[src/rtl/nco_fdisc_pkg.sv]
// Shared constants and helpers for the NCO frequency discriminator.
//   fdisc_w()  : internal CORDIC x/y width for a given sample width
//   atan_lut() : arctangent table, round(atan(2^-i) * 2^apr / (2*pi))
//   K_GAIN     : CORDIC vectoring gain (not removed in hardware)
package nco_fdisc_pkg;

    localparam int unsigned MPR_DEF = 17;
    localparam int unsigned APR_DEF = 32;
    localparam int unsigned NIT_DEF = 16;
    localparam int unsigned W_DEF   = MPR_DEF + 2;

    localparam real K_GAIN = 1.6467602581210654;

    // Two guard bits: one for negating -2^(mpr-1), one for the K growth.
    function automatic int unsigned fdisc_w(input int unsigned mpr);
        return mpr + 2;
    endfunction

    // Reference table at 32-bit phase, rescaled (with rounding) to apr bits.
    function automatic logic [63:0] atan_lut(input int unsigned i, input int unsigned apr);
        logic [31:0] t;
        int unsigned sh;
        case (i)
            0:  t = 32'h2000_0000;
            1:  t = 32'h12E4_051E;
            2:  t = 32'h09FB_385B;
            3:  t = 32'h0511_11D4;
            4:  t = 32'h028B_0D43;
            5:  t = 32'h0145_D7E1;
            6:  t = 32'h00A2_F61E;
            7:  t = 32'h0051_7C55;
            8:  t = 32'h0028_BE53;
            9:  t = 32'h0014_5F2F;
            10: t = 32'h000A_2F98;
            11: t = 32'h0005_17CC;
            12: t = 32'h0002_8BE6;
            13: t = 32'h0001_45F3;
            14: t = 32'h0000_A2FA;
            15: t = 32'h0000_517D;
            16: t = 32'h0000_28BE;
            17: t = 32'h0000_145F;
            18: t = 32'h0000_0A30;
            19: t = 32'h0000_0518;
            20: t = 32'h0000_028C;
            21: t = 32'h0000_0146;
            22: t = 32'h0000_00A3;
            23: t = 32'h0000_0051;
            24: t = 32'h0000_0029;
            25: t = 32'h0000_0014;
            26: t = 32'h0000_000A;
            27: t = 32'h0000_0005;
            28: t = 32'h0000_0003;
            29: t = 32'h0000_0001;
            30: t = 32'h0000_0001;
            default: t = 32'h0000_0000;
        endcase
        if (apr >= 32) begin
            return 64'(t) << (apr - 32);
        end
        sh = 32 - apr;
        return (64'(t) + (64'(1) << (sh - 1))) >> sh;
    endfunction

endpackage

[src/rtl/nco_fdisc_cordic_stage.sv]
// One registered CORDIC vectoring micro-rotation (drives y toward zero).
// Parameters: w (x/y width), apr (phase width), i (stage index / shift).
// Ports: clk, reset (sync, active-high), clken; valid/zero flags, x/y/z in;
//        registered valid/zero flags, x/y/z out.
module nco_fdisc_cordic_stage
    import nco_fdisc_pkg::*;
#(
    parameter int unsigned w   = 19,
    parameter int unsigned apr = 32,
    parameter int unsigned i   = 0
) (
    input  logic                  clk,
    input  logic                  reset,
    input  logic                  clken,
    input  logic                  valid_i,
    input  logic                  zero_i,
    input  logic signed [w-1:0]   x_i,
    input  logic signed [w-1:0]   y_i,
    input  logic [apr-1:0]        z_i,
    output logic                  valid_o,
    output logic                  zero_o,
    output logic signed [w-1:0]   x_o,
    output logic signed [w-1:0]   y_o,
    output logic [apr-1:0]        z_o
);

    localparam logic [apr-1:0] ATAN = apr'(atan_lut(i, apr));

    logic                valid_q, valid_d;
    logic                zero_q, zero_d;
    logic signed [w-1:0] x_q, x_d;
    logic signed [w-1:0] y_q, y_d;
    logic [apr-1:0]      z_q, z_d;

    // Micro-rotation; both updates use the stage-input x and y.
    always_comb begin
        valid_d = valid_q;
        zero_d  = zero_q;
        x_d     = x_q;
        y_d     = y_q;
        z_d     = z_q;
        if (clken) begin
            valid_d = valid_i;
            zero_d  = zero_i;
            if (!y_i[w-1]) begin
                x_d = x_i + (y_i >>> i);
                y_d = y_i - (x_i >>> i);
                z_d = z_i + ATAN;
            end else begin
                x_d = x_i - (y_i >>> i);
                y_d = y_i + (x_i >>> i);
                z_d = z_i - ATAN;
            end
        end
    end

    always_ff @(posedge clk) begin
        if (reset) begin
            valid_q <= 1'b0;
            zero_q  <= 1'b0;
            x_q     <= '0;
            y_q     <= '0;
            z_q     <= '0;
        end else begin
            valid_q <= valid_d;
            zero_q  <= zero_d;
            x_q     <= x_d;
            y_q     <= y_d;
            z_q     <= z_d;
        end
    end

    assign valid_o = valid_q;
    assign zero_o  = zero_q;
    assign x_o     = x_q;
    assign y_o     = y_q;
    assign z_o     = z_q;

endmodule

[src/rtl/nco_fdisc_st.sv]
// NCO frequency discriminator: recovers phase and magnitude of I/Q samples
// with a pipelined CORDIC and reports the wrapped phase step between
// successive valid samples (inverse of the NCO phase increment).
// Optional block averaging of the phase step: define NCO_FDISC_AVG_EN.
// Ports: clk, reset (sync, active-high), clken (global enable),
//        in_valid, fsin_i/fcos_i (signed Q/I samples),
//        phase_o (angle), phase_inc_o (phase step), mag_o (K-scaled
//        magnitude), out_valid (one pulse per result).
module nco_fdisc_st
    import nco_fdisc_pkg::*;
#(
    parameter int unsigned mpr = 17,
    parameter int unsigned apr = 32,
    parameter int unsigned nit = 16
`ifdef NCO_FDISC_AVG_EN
    ,
    parameter int unsigned avl = 4
`endif
) (
    input  logic                  clk,
    input  logic                  reset,
    input  logic                  clken,
    input  logic                  in_valid,
    input  logic signed [mpr-1:0] fsin_i,
    input  logic signed [mpr-1:0] fcos_i,
    output logic [apr-1:0]        phase_o,
    output logic [apr-1:0]        phase_inc_o,
    output logic [mpr:0]          mag_o,
    output logic                  out_valid
);

    localparam int unsigned w = fdisc_w(mpr);

    // Pipeline taps: index 0 is the pre-rotation register, nit the last stage.
    logic                v_s  [0:nit];
    logic                zf_s [0:nit];
    logic signed [w-1:0] x_s  [0:nit];
    logic signed [w-1:0] y_s  [0:nit];
    logic [apr-1:0]      z_s  [0:nit];

    // ---------------- pre-rotation into the right half-plane ----------------
    logic                pv_q, pv_d;
    logic                pz_q, pz_d;
    logic signed [w-1:0] px_q, px_d;
    logic signed [w-1:0] py_q, py_d;
    logic [apr-1:0]      pa_q, pa_d;

    always_comb begin
        pv_d = pv_q;
        pz_d = pz_q;
        px_d = px_q;
        py_d = py_q;
        pa_d = pa_q;
        if (clken) begin
            pv_d = in_valid;
            pz_d = (fsin_i == '0) && (fcos_i == '0);
            if (fcos_i[mpr-1]) begin
                px_d = -w'(fcos_i);
                py_d = -w'(fsin_i);
                pa_d = {1'b1, {(apr-1){1'b0}}};
            end else begin
                px_d = w'(fcos_i);
                py_d = w'(fsin_i);
                pa_d = '0;
            end
        end
    end

    always_ff @(posedge clk) begin
        if (reset) begin
            pv_q <= 1'b0;
            pz_q <= 1'b0;
            px_q <= '0;
            py_q <= '0;
            pa_q <= '0;
        end else begin
            pv_q <= pv_d;
            pz_q <= pz_d;
            px_q <= px_d;
            py_q <= py_d;
            pa_q <= pa_d;
        end
    end

    assign v_s[0]  = pv_q;
    assign zf_s[0] = pz_q;
    assign x_s[0]  = px_q;
    assign y_s[0]  = py_q;
    assign z_s[0]  = pa_q;

    // ---------------- CORDIC micro-rotations ----------------
    for (genvar k = 0; k < nit; k++) begin : g_stage
        nco_fdisc_cordic_stage #(
            .w   (w),
            .apr (apr),
            .i   (k)
        ) u_stage (
            .clk     (clk),
            .reset   (reset),
            .clken   (clken),
            .valid_i (v_s[k]),
            .zero_i  (zf_s[k]),
            .x_i     (x_s[k]),
            .y_i     (y_s[k]),
            .z_i     (z_s[k]),
            .valid_o (v_s[k+1]),
            .zero_o  (zf_s[k+1]),
            .x_o     (x_s[k+1]),
            .y_o     (y_s[k+1]),
            .z_o     (z_s[k+1])
        );
    end

    // Residual y and the x sign bit (x is never negative here) are not needed.
    logic unused_bits;
    assign unused_bits = ^{y_s[nit], x_s[nit][w-1]};

    // ---------------- phase difference ----------------
    logic           primed_q, primed_d;
    logic [apr-1:0] zprev_q, zprev_d;
    logic           res_valid_q, res_valid_d;
    logic [apr-1:0] res_phase_q, res_phase_d;
    logic [apr-1:0] res_inc_q, res_inc_d;
    logic [mpr:0]   res_mag_q, res_mag_d;

    // First result after reset only primes z_prev; zero samples hold z_prev.
    always_comb begin
        primed_d    = primed_q;
        zprev_d     = zprev_q;
        res_valid_d = res_valid_q;
        res_phase_d = res_phase_q;
        res_inc_d   = res_inc_q;
        res_mag_d   = res_mag_q;
        if (clken) begin
            res_valid_d = 1'b0;
            if (v_s[nit]) begin
                if (!primed_q) begin
                    primed_d = 1'b1;
                    if (zf_s[nit]) begin
                        res_phase_d = zprev_q;
                    end else begin
                        res_phase_d = z_s[nit];
                        zprev_d     = z_s[nit];
                    end
                end else begin
                    res_valid_d = 1'b1;
                    if (zf_s[nit]) begin
                        res_phase_d = zprev_q;
                        res_inc_d   = '0;
                        res_mag_d   = '0;
                    end else begin
                        res_phase_d = z_s[nit];
                        res_inc_d   = z_s[nit] - zprev_q;
                        res_mag_d   = x_s[nit][mpr:0];
                        zprev_d     = z_s[nit];
                    end
                end
            end
        end
    end

    always_ff @(posedge clk) begin
        if (reset) begin
            primed_q    <= 1'b0;
            zprev_q     <= '0;
            res_valid_q <= 1'b0;
            res_phase_q <= '0;
            res_inc_q   <= '0;
            res_mag_q   <= '0;
        end else begin
            primed_q    <= primed_d;
            zprev_q     <= zprev_d;
            res_valid_q <= res_valid_d;
            res_phase_q <= res_phase_d;
            res_inc_q   <= res_inc_d;
            res_mag_q   <= res_mag_d;
        end
    end

`ifdef NCO_FDISC_AVG_EN
    // ---------------- block averaging of the phase step ----------------
    localparam int unsigned accw = apr + avl;

    logic [accw-1:0] acc_q, acc_d;
    logic [avl-1:0]  cnt_q, cnt_d;
    logic [accw-1:0] sum;
    logic            ov_q, ov_d;
    logic [apr-1:0]  oph_q, oph_d;
    logic [apr-1:0]  oinc_q, oinc_d;
    logic [mpr:0]    omag_q, omag_d;

    // Sign-extended running sum; the arithmetic >>avl is the top apr bits.
    always_comb begin
        acc_d  = acc_q;
        cnt_d  = cnt_q;
        ov_d   = ov_q;
        oph_d  = oph_q;
        oinc_d = oinc_q;
        omag_d = omag_q;
        sum    = acc_q + {{avl{res_inc_q[apr-1]}}, res_inc_q};
        if (clken) begin
            ov_d = 1'b0;
            if (res_valid_q) begin
                if (cnt_q == {avl{1'b1}}) begin
                    ov_d   = 1'b1;
                    oinc_d = sum[accw-1:avl];
                    oph_d  = res_phase_q;
                    omag_d = res_mag_q;
                    acc_d  = '0;
                    cnt_d  = '0;
                end else begin
                    acc_d = sum;
                    cnt_d = cnt_q + 1'b1;
                end
            end
        end
    end

    always_ff @(posedge clk) begin
        if (reset) begin
            acc_q  <= '0;
            cnt_q  <= '0;
            ov_q   <= 1'b0;
            oph_q  <= '0;
            oinc_q <= '0;
            omag_q <= '0;
        end else begin
            acc_q  <= acc_d;
            cnt_q  <= cnt_d;
            ov_q   <= ov_d;
            oph_q  <= oph_d;
            oinc_q <= oinc_d;
            omag_q <= omag_d;
        end
    end

    assign out_valid   = ov_q;
    assign phase_o     = oph_q;
    assign phase_inc_o = oinc_q;
    assign mag_o       = omag_q;
`else
    assign out_valid   = res_valid_q;
    assign phase_o     = res_phase_q;
    assign phase_inc_o = res_inc_q;
    assign mag_o       = res_mag_q;
`endif

endmodule

[config.mk]
export PLATFORM = sky130hd
export DESIGN_NAME = nco_fdisc_st
export DESIGN_NICKNAME = d
export VERILOG_FILES = /design/src/rtl/nco_fdisc_pkg.sv /design/src/rtl/nco_fdisc_cordic_stage.sv /design/src/rtl/nco_fdisc_st.sv
export SDC_FILE = /design/constraint.sdc
export NUM_CORES = 2
export LEC_CHECK = 0
export BUFFER_PORTS_ARGS = -buffer_cell sky130_fd_sc_hd__buf_2
export CORE_AREA = 10 10 404 406
export DETAILED_ROUTE_END_ITERATION = 12
export DIE_AREA = 0 0 414 416
export PLACE_DENSITY = 0.78
export SYNTH_ARGS = -nofsm -noshare
export SYNTH_HDL_FRONTEND = slang
export SYNTH_SLANG_ARGS = --single-unit
[constraint.sdc]
create_clock -name clk -period 4 [get_ports clk]
set_clock_uncertainty 0.2 [all_clocks]
set_input_delay 0.6 -clock clk [delete_from_list [all_inputs] [get_ports clk]]
set_output_delay 0.6 -clock clk [all_outputs]
set_load 0.01 [all_outputs]
==> qor.csv <==
stage,metric,value,unit
run_status,run_status,finished clean,
global_routing,antenna_found_initial,1,
logic_synthesis,synth_xor_area_share,11.0,%
final_layout,fin_util,64.6,%
placement,pre_cts_ws,-0.0393,ns
timing,rsz0062_at_grt,true,
placement,placed_cell_area,94800,µm²
worst_setup_path,cp_slowest_stage_delay,0.48,ns
logic_synthesis,synth_fa_ha_area_share,15.6,%
logic_synthesis,synth_edf_count,0,
logic_synthesis,synth.area.mux_share,4.94,%
timing,fin_hold_ws,0.0363,ns
logic_synthesis,yosysWarningCount,0,
placement,gp_congestion,0.958,
final_layout,fin_cells,13700,
floorplan,io-pin-count,121,
global_routing,grt_max_degree,175,
power_and_ir_drop,power_leakage,45.9,nW
worst_setup_path,arrival,4.32,ns
timing,tightest_slew,1.05,ns
final_layout,syn_to_final_growth,10.6,%
hold_path,holdPathStages,4,
timing,fin_crit_sh,96.4,%
logic_synthesis,seq_area_frac_synth,26.1,%
floorplan,rows,145,
worst_setup_path,crit_start,g_stage[10].u_stage.y_o[18],
flow_run,max_cap_violations,0,
clocking,clk_latency,0.81,ns
global_routing,grt_pass1_wl,404000,µm
route,wl,248000,µm
placement,dp_cells,13400,
clocking,clock_path_buffers,3,
hold_path,hold_path_class,input pin to register,
timing,worst_slack,0.144,ns
clocking,cts_tree,yes,
power_and_ir_drop,max-vdd-ir-drop,0.000725,V
final_layout,design_area,100000,µm²
timing,max_freq,259,MHz
logic_synthesis,synth_compound_area_share,21.6,%
final_layout,drive_above_1_share,7.41,%
floorplan,die_area,172000,µm²
worst_setup_path,crit_slowest_cell,a2111oi_2,
timing,hold_viol,0,
floorplan,fp.dieH,416,µm
worst_setup_path,end_kind,register,
route,viasPerCell,5.98,
global_routing,grt_pass1_vias,78900,
clocking,h-tree-depth,4,
logic_synthesis,ys_seq_elements,1182,
route,antenna_left,0,
global_routing,grt_overflow,0,
worst_setup_path,worstRegToRegCells,14,
clocking,clock-root-buffer,clkbuf_16,
floorplan,core-area,155000,µm²
timing,final.min_clock_period,3.86,ns
timing,maxSlewHeadroom,29.8,%
clocking,path_clk_slew,0.06,ns
power_and_ir_drop,p_per_area,986,nW/µm²
route,drt_iter0_drc,5802,
clocking,cts-buffers-inserted,139,
route,avgRoutedWirePerCell,18.1,µm
logic_synthesis,syn_inst,11400,
worst_setup_path,cp-endpoint,g_stage[11].u_stage.z_o[30],
worst_setup_path,worst_ep_required_time,4.46,ns
floorplan,start_util,58.5,%
worst_setup_path,cp_num_cells,14,
worst_setup_path,reg2reg_to,g_stage[11].u_stage.z_o[30],
route,drc,0,
worst_setup_path,critical_path_class,register to register,
floorplan,die-width,414,µm
global_routing,grtUsageTotal,27.4,%
logic_synthesis,syn_area_per_cell,7.98,µm²
clocking,cts_sinks,1182,
logic_synthesis,synthSimpleGateAreaFrac,17.2,%
logic_synthesis,synth_area,90800,µm²
placement,io_buffer_count,120,
placement,dp_hpwl,185000,µm
logic_synthesis,ys_types,98,
route,num_vias,81900,
logic_synthesis,synth_nets,12500,
worst_setup_path,timing.rr.start,g_stage[10].u_stage.y_o[18],
worst_setup_path,start_kind,register,
final_layout,final_nets,12700,
worst_setup_path,critical_path.top_delay_family,compound AO/OA/AOI/OAI gates,
worst_setup_path,crit_chain,inv_1 > buf_4 > fa_1 > a21o_1 > a21o_1 > a21oi_1 > o2111ai_1 > a2111oi_2 > o21ai_1 > a31o_2 > and2_1 > o31ai_1 > xor2_1 > o21ai_1,
worst_setup_path,crit_fanout,10,
power_and_ir_drop,power,99.0,mW
route,firstDrtPassIters,6,
timing,setup_viol,0,
timing,slew_violations,0,
logic_synthesis,synth-async-reset-ratio,0,%
logic_synthesis,synth_ff_type,dfxtp_1,
timing,tns,0,ns
worst_setup_path,reg2reg_slack,0.14,ns
logic_synthesis,synth_top_family_by_area,compound AO/OA/AOI/OAI gates,
worst_setup_path,critical_path_buf_inv_count,2,
## sequential cells by signal, indices dropped and copies added, names as in the netlist, 16 cells and up
signal	flops
phase_o	32
g_stage.u_stage.y_o	270
g_stage.u_stage.zero_o	16
g_stage.u_stage.z_o	454
px_q	19
mag_o	18
py_q	19
phase_inc_o	32
g_stage.u_stage.x_o	301
g_stage.u_stage.valid_o	16
## synthesized netlist by cell type (all sizes together), types with 16 or more instances
cell,instances,area (µm²)
mux2i,420,4200
or2,26,163
nand2b,109,682
a31oi,111,694
nor2,1503,5640
nand4,51,319
o311ai,17,149
o21bai,138,1040
and2,42,263
a22o,37,324
nor2b,122,763
a41oi,16,140
a221oi,19,179
a211o,29,254
xor2,423,3700
o21ai,726,3640
nand2,863,3240
ha,1055,13200
fa,50,1000
o211ai,39,293
nor3b,17,128
a21o,365,2740
a21oi,999,5010
o21a,93,706
inv,447,1680
nand3,181,906
nor3,302,1520
nand3b,22,165
a22oi,38,285
clkbuf,355,1330
dfxtp,1182,23700
mux2,25,282
o31ai,51,383
a31o,29,254
and3,90,563
or3,62,388
o41ai,26,254
a21boi,30,225
xnor2,712,6240
buf,74,283
nor4,67,425
a2111oi,19,218
a211oi,216,1630
## layout make-up
type | instances | area, µm²
Timing Repair Buffer | 432 | 3310
Inverter | 448 | 1700
Clock buffer | 186 | 3960
Clock inverter | 61 | 870
Fill cell | 13300 | 54900
Antenna cell | 3 | 7.51
Sequential cell | 1182 | 23700
Multi-Input combinational cell | 9318 | 64300
Tap cell | 2058 | 2570
## worst min-delay path: cells and delay by family
family	cells	cell delay, ns
AND/OR/NAND/NOR	1	0.07
multiplexers	1	0.07
XOR/XNOR	1	0.13
buffers and inverters	1	0.11
## how the worst min path moves through the flow
stage                                      from                          end  slack [ns]
detailed placement              phase_inc_o[28]              phase_inc_o[28]        0.25
CTS                                   fcos_i[7]                      px_q[7]       0.001
global route                          fcos_i[8]                      px_q[8]        0.04
global placement                phase_inc_o[26]              phase_inc_o[26]        0.24
floorplan           g_stage[15].u_stage.x_o[12]  g_stage[15].u_stage.x_o[12]        0.23
finish                                fcos_i[7]                      px_q[7]        0.04
## placed cells by master, fill, tap and decap left out, types with 51 or more instances in the layout
cell type and count:
nor2_1 1497, dfxtp_1 1165, ha_1 1054, a21oi_1 978, nand2_1 862, xnor2_1 711, o21ai_0 686, inv_1 443
xor2_1 423, mux2i_1 416, a21o_1 364, nor3_1 292, buf_4 270, a211oi_1 210, nand3_1 181, clkbuf_16 140
o21bai_1 137, nor2b_1 122, buf_2 118, nand2b_1 109, a31oi_1 103, o21a_1 92, and3_1 90, or3_1 62
nor4_1 58, nand4_1 51
## power breakdown
group,total [mW],switching [mW],internal (mW)
Clock,13.5,5.46,8.03
Combinational,66.9,37.9,28.9
Sequential,18.6,3.47,15.1
Total,99.0,46.9,52.1
## layer usage
| metal | vias up | part of all wire, % | global-route usage (%) |
|---|---|---|---|
| met5 | - | 0 | 0 |
| met2 | 2025 | 48 | 47.9 |
| met3 | 520 | 4.5 | 3.16 |
| li1 | 40700 | - | - |
| met1 | 38600 | 44 | 34.8 |
| met4 | 0 | 3.6 | 9.84 |
## cells by family after synthesis
logic type | after synthesis
buffers and inverters | 877
AOI/OAI and AO/OA | 3128
muxes | 445
DFF | 1182
and+or+nand+nor | 3505
xor gates and xnor gates | 1135
adders and majority gates | 1105
## repair_timing
| item | 4_1_cts | 5_1_grt |
|---|---|---|
| pin swaps | 0 | 21 |
| setup endpoints to repair | 3 | 83 |
| setup buffers | 0 | 11 |
| hold buffers | 18 | 0 |
| gates resized for setup | 3 | 111 |
| endpoints found under the hold margin | 22 | 0 |
(Power assumes the default switching activity.)
